### src/rtl/uart_tx_core.sv
// 8N1 UART transmitter with a small byte FIFO and runtime bit period.
// Define UART_TX_PARITY_EN to insert an even-parity bit after bit 7.
`timescale 1ns/1ps
module uart_tx_core #(
  parameter int DEPTH     = 4,
  parameter int DIV_WIDTH = 16
) (
  input  logic                   clk,
  input  logic                   rst_n,
  input  logic [DIV_WIDTH-1:0]   cfg_div_i,
  input  logic                   tx_valid_i,
  input  logic [7:0]             tx_data_i,
  output logic                   tx_ready_o,
  output logic                   tx_o,
  output logic                   busy_o,
  output logic [$clog2(DEPTH):0] fifo_level_o
);

  localparam int AW = $clog2(DEPTH);
  localparam int LW = AW + 1;

`ifdef UART_TX_PARITY_EN
  typedef enum logic [2:0] {
    IDLE, START, DATA, PARITY, STOP
  } state_e;
`else
  typedef enum logic [2:0] {
    IDLE, START, DATA, STOP
  } state_e;
`endif

  state_e               state_q, state_d;
  logic [7:0]           mem_q [DEPTH];
  logic [AW-1:0]        wr_q, rd_q;
  logic [LW-1:0]        lvl_q;
  logic [7:0]           sh_q, sh_d;
  logic [2:0]           bit_q, bit_d;
  logic [DIV_WIDTH-1:0] cnt_q, cnt_d;
  logic [DIV_WIDTH-1:0] div_q, div_d;
  logic                 tx_q, tx_d;
`ifdef UART_TX_PARITY_EN
  logic                 par_q, par_d;
`endif

  logic push, pop, bit_end, full;
  logic [7:0] head;

  assign full       = (lvl_q == LW'(DEPTH));
  assign tx_ready_o = ~full;
  assign push       = tx_valid_i & ~full;
  assign head       = mem_q[rd_q];
  assign bit_end    = (cnt_q == div_q);

  assign tx_o         = tx_q;
  assign fifo_level_o = lvl_q;

  always_ff @(posedge clk) begin
    if (push) mem_q[wr_q] <= tx_data_i;
  end

  always_ff @(posedge clk or negedge rst_n) begin
    if (!rst_n) begin
      state_q <= IDLE;
      wr_q    <= '0;
      rd_q    <= '0;
      lvl_q   <= '0;
      sh_q    <= '0;
      bit_q   <= '0;
      cnt_q   <= '0;
      div_q   <= '0;
      tx_q    <= 1'b1;
`ifdef UART_TX_PARITY_EN
      par_q   <= 1'b0;
`endif
    end else begin
      state_q <= state_d;
      sh_q    <= sh_d;
      bit_q   <= bit_d;
      cnt_q   <= cnt_d;
      div_q   <= div_d;
      tx_q    <= tx_d;
`ifdef UART_TX_PARITY_EN
      par_q   <= par_d;
`endif
      if (push) wr_q <= wr_q + 1'b1;
      if (pop)  rd_q <= rd_q + 1'b1;
      if (push && !pop)      lvl_q <= lvl_q + 1'b1;
      else if (pop && !push) lvl_q <= lvl_q - 1'b1;
    end
  end

  always_comb begin
    state_d = state_q;
    pop     = 1'b0;
    sh_d    = sh_q;
    bit_d   = bit_q;
    cnt_d   = cnt_q;
    div_d   = div_q;
`ifdef UART_TX_PARITY_EN
    par_d   = par_q;
`endif
    if (state_q != IDLE)
      cnt_d = bit_end ? '0 : cnt_q + 1'b1;
    case (state_q)
      IDLE:
        if (lvl_q != '0) pop = 1'b1;
      START:
        if (bit_end) state_d = DATA;
      DATA:
        if (bit_end) begin
          bit_d = bit_q + 1'b1;
          sh_d  = sh_q >> 1;
`ifdef UART_TX_PARITY_EN
          if (bit_q == 3'd7) state_d = PARITY;
`else
          if (bit_q == 3'd7) state_d = STOP;
`endif
        end
`ifdef UART_TX_PARITY_EN
      PARITY:
        if (bit_end) state_d = STOP;
`endif
      STOP:
        if (bit_end) begin
          if (lvl_q != '0) pop = 1'b1;
          else state_d = IDLE;
        end
      default:
        state_d = IDLE;
    endcase
    // A pop always begins a fresh frame with a freshly latched period.
    if (pop) begin
      state_d = START;
      sh_d    = head;
      bit_d   = '0;
      cnt_d   = '0;
      div_d   = cfg_div_i;
`ifdef UART_TX_PARITY_EN
      par_d   = ^head;
`endif
    end
  end

  always_comb begin
    tx_d = 1'b1;
    case (state_d)
      START:  tx_d = 1'b0;
      DATA:   tx_d = sh_d[0];
`ifdef UART_TX_PARITY_EN
      PARITY: tx_d = par_d;
`endif
      default: tx_d = 1'b1;
    endcase
    busy_o = (state_q != IDLE) | (lvl_q != '0);
  end

endmodule
### config.mk
export PLATFORM = sky130hd
export DESIGN_NAME = uart_tx_core
export DESIGN_NICKNAME = d
export VERILOG_FILES = /design/src/rtl/uart_tx_core.sv
export SDC_FILE = /design/constraint.sdc
export NUM_CORES = 1
export LEC_CHECK = 0
export ABC_AREA = 1
export BUFFER_PORTS_ARGS = -buffer_cell sky130_fd_sc_hd__buf_2
export CELL_PAD_IN_SITES_DETAIL_PLACEMENT = 0
export CELL_PAD_IN_SITES_GLOBAL_PLACEMENT = 1
export CORE_UTILIZATION = 30
export CTS_CLUSTER_DIAMETER = 60
export DETAILED_ROUTE_END_ITERATION = 10
export GPL_ROUTABILITY_DRIVEN = 0
export PLACE_DENSITY_LB_ADDON = 0.1
export SYNTH_ARGS = -nofsm -noshare
export SYNTH_HDL_FRONTEND = slang
export SYNTH_SLANG_ARGS = --single-unit
### constraint.sdc
create_clock -name clk -period 3.33 [get_ports clk]
set_input_delay 0.4995 -clock clk [delete_from_list [all_inputs] [get_ports clk]]
set_output_delay 0.4995 -clock clk [all_outputs]
set_load 0.01 [all_outputs]
==> summary.md <==
| Metric | Value |
|---|---|
| Outcome | finished, final reports clean |
| Gr usage total | between 10% and 20% |
| Initial DRC Count | 169 |
| CTS tree | built |
| LEAKAGE | approximately 2.1 nW |
| Wire length per cell | about 13 um |
| Vias per cell | about 4.4 |
| Area of the mapped netlist | roughly 0.0042 sq mm |
| Layout cell share with drive strength beyond 1 | between 10% and 20% |
| Vias in the first global route | ~3.1k |
| Row cnt | 42 |
| HP Class | in2async |
| P_sw | 1.34 mW |
| Total wire length | 8.84 mm |
| Post-route DRC | 0 |
| Largest net degree at the start of global routing | 43 |
| Critical path class | reg2reg |
| First-pass GRT wire length | between 15 and 20 mm |
| Max stage delay on crit path | roughly 480 ps |
| Die W | between 100 and 150 um |
| Hold Vio Cnt, Final | 0 |
| Post-Synthesis Net Count | roughly 510 |
| Final cell count without fillers | around 700 |
| Vias | about 3.0k |
| Top delay family on crit path | simple AND/OR/NAND/NOR gates |
| Cell variety after synth | 35 |
| DP Worst Slack | slightly above 800 ps |
| Register share of total power | 44.8% |
| Met3 WL | 220 um |
| Mean Syn Cell Area | slightly below 9 sq um |
| Logic pwr share | 28.8% |
| Top post-synthesis cells by count | nand2_1, inv_1, dfrtp_1 |
| Max-slew headroom | between 40% and 50% |
| Worst path cell trace | inv_2 > nand2_1 > nand2_1 > nor2_1 > nand2_1 > nor2_4 > nand3_2 > nand2_2 > nand2_4 > ha_1 > inv_1 > fa_1 > mux2_2 |
| Overall power | 3.63 mW |
| Yosys warning total | 0 |
| Net Sw Frac | about 37% |
| Initial antenna violation count | 0 |
| Detail Route met2 WL | approximately 4.4 mm |
| Max-cap violations | 0 |
| Fraction of registers with async set/reset | between 60% and 70% |
| Most frequent cell after synthesis | nand2_1 |
| Highest routed layer | met4 |
| Sequential area share after synthesis | about 55% |
| Critical path required time | between 3000 and 4000 ps |
| Area fraction of the dominant cell type after synthesis | between 30% and 40% |
| Core Footprint | about 0.013 sq mm |
| CP Launch Type | flip-flop |
| Mapped Cells | between 400 and 500 |
| Main synth FF type | dfrtp_1 |
| TritonCTS Buffers | 9 |
| Pre-antenna DRT Iters | 4 |
| Clock Path Buffers | 2 |
| PD cells | 763 mW/mm^2 |
| Setup TNS | 0 ps |
| Worst slew pin tran | roughly 780 ps |
| Number of fillers in the final layout | 1407 |
| EDFF count, synth | 32 |
| # diodes | 0 |
| Reg area | approximately 0.0023 sq mm |
| Worst skew pair latency | 340 ps |
| Top-Level Pins | 33 |
| Total overflow reported by the global router | 0 |
| Most frequent cell on the critical path | nand2_1 |
| Footprint of the multi-input gates | 0.00154 sq mm |
| Antenna viol nets, final | 0 |
| Fin crit period | between 2000 and 2500 ps |
| Die height | approximately 120 um |
| Cell taking the most area after synthesis | dfrtp_1 |
| CTS HTree Levels | 3 |
| CP bufs+invs | 2 |
| Unrepaired setup endpoints after global routing | no |
| CP max FO | 18 |
| CTS root buf | clkbuf_16 |
| CTS Sinks | 86 |
| Layout area overhead | 13.8% |
| CP Capture Type | flip-flop |
| Slowest CP cell | dfrtp_1 |
| Final setup violation count | 0 |
| Achievable Freq | ~400 MHz |
| Fin. max-slew vios | 0 |
| Final WS setup | between 800 and 900 ps |
| Final Cycle Share | 74.9% |
| Port bufs | 32 |
| Critical path arrival | roughly 2700 ps |
| Placed Cells | about 670 |
| Reg clk slew, reported paths | about 60 ps |
| Post-CTS sizing | 0 |
| VDD IR-drop max | roughly 0.38 mV |
| Final Skew | approximately 6.6 ps |
| Final Net Count | 540 |
| Leading post-synthesis cells by cell area | dfrtp_1, edfxtp_1, nand2_1, inv_1, o21ai_0 |
| Internal power | between 2 and 2.5 mW |
| #FFs+latches synth | 86 |
| Wire length on met1 | 4.07 mm |
| # hold bufs at CTS | 0 |
| Setup Fix Bufs, Post-CTS | 0 |
| DP HPWL | 6.22 mm |
| Initial Util | between 30% and 40% |
| Die ar. | between 0.01 and 0.015 sq mm |
| Clock power share | 26.4% |
[cells by family after synthesis]
kind of cell | after synthesis | synth area share (%)
compound gates | 55 | 6.85
xor+xnor | 16 | 3.35
fa+ha+maj | 9 | 2.87
buf+inv | 75 | 7.95
flops | 86 | 55.3
mux | 1 | 0.269
other cells | 1 | 0.0896
simple gates | 230 | 23.3
[power groups by stage]
stage,registers [mW],logic [mW],clock network [mW]
finish,1.63,1.05,0.960
global route,1.67,1.24,1.03
CTS,1.63,1.08,0.995
global placement,1.65,1.08,0
detailed placement,1.65,1.08,0
floorplan,1.56,0.868,0
[sequential cells by signal, indices dropped and copies added, names as in the netlist]
signal	count
bit_q	3
sh_q	8
state_q	3
tx_o	1
div_q	16
mem_q	32
rd_q	2
cnt_q	16
wr_q	2
fifo_level_o	3
[worst register-to-register path, stage by stage (launching register included)]
cell,delay (ps)
dfrtp_1,480
inv_2,60
nand2_1,60
nand2_1,40
nor2_1,140
nand2_1,110
nor2_4,160
nand3_2,90
nand2_2,80
nand2_4,150
ha_1,230
inv_1,100
fa_1,410
mux2_2,260
[per-stage QoR]
step                      hold WS (ps)  util [%]  area [sq um]
final                             81.1      35.5          4760
after CTS                         78.3      35.5          4760
after global routing              88.5      35.5          4760
after floorplan                    204         -          4190
after global placement             458      33.4          4480
after detailed placement           454      33.4          4480
[area by class of cell]
class	instances	share of cell area (%)
Sequential cell	86	48.6
Multi-Input combinational cell	312	32.3
Inverter	61	4.86
Clock buffer	9	4.73
Tap cell	176	4.62
Timing Repair Buffer	34	3.68
Clock inverter	7	1.21
[path summary, 6_finish.rpt]
kind / from / end / slack [ps] / cells past startpoint
worst max-delay path: cnt_q[5]$_DFFE_PN0P_ / fifo_level_o[1]$_DFFE_PN0P_ / 840 / 13
worst min-delay path: rst_n / div_q[2]$_DFFE_PN0N_ / 80 / 1
worst max register to register: cnt_q[5]$_DFFE_PN0P_ / fifo_level_o[1]$_DFFE_PN0P_ / 840 / 13
worst min register to register: sh_q[4]$_DFFE_PN0P_ / sh_q[3]$_DFFE_PN0P_ / 510 / 2
max in group asynchronous: rst_n / tx_o$_DFF_PN1_ / 2590 / 2
min in group clk: cfg_div_i[3] / div_q[3]$_DFFE_PN0N_ / 350 / 3
[metal layers]
layer | GRT usage [%] | vias up
met1 | 16.6 | 1413
met4 | 5.39 | 0
met3 | 3.56 | 8
li1 | - | 1563
met2 | 23.1 | 33
met5 | 0 | -
[layout by cell type, fill, tap and decap left out, types with 2 or more instances in the layout]
| cell | count |
|---|---|
| a21oi_1 | 9 |
| clkbuf_16 | 9 |
| nand2_1 | 129 |
| o22ai_1 | 2 |
| dfrtp_1 | 53 |
| inv_2 | 5 |
| o211ai_1 | 2 |
| o21ai_0 | 39 |
| ha_1 | 8 |
| nor2_4 | 2 |
| xnor2_1 | 2 |
| nor2_2 | 10 |
| buf_2 | 32 |
| nor2_1 | 46 |
| nand3_1 | 24 |
| xor2_1 | 14 |
| buf_4 | 2 |
| nor4_1 | 2 |
| clkinv_4 | 3 |
| nand4_1 | 2 |
| inv_1 | 55 |
| o21ai_1 | 2 |
| nor3_1 | 11 |
| edfxtp_1 | 32 |
Power figures use the tool's default switching activity.
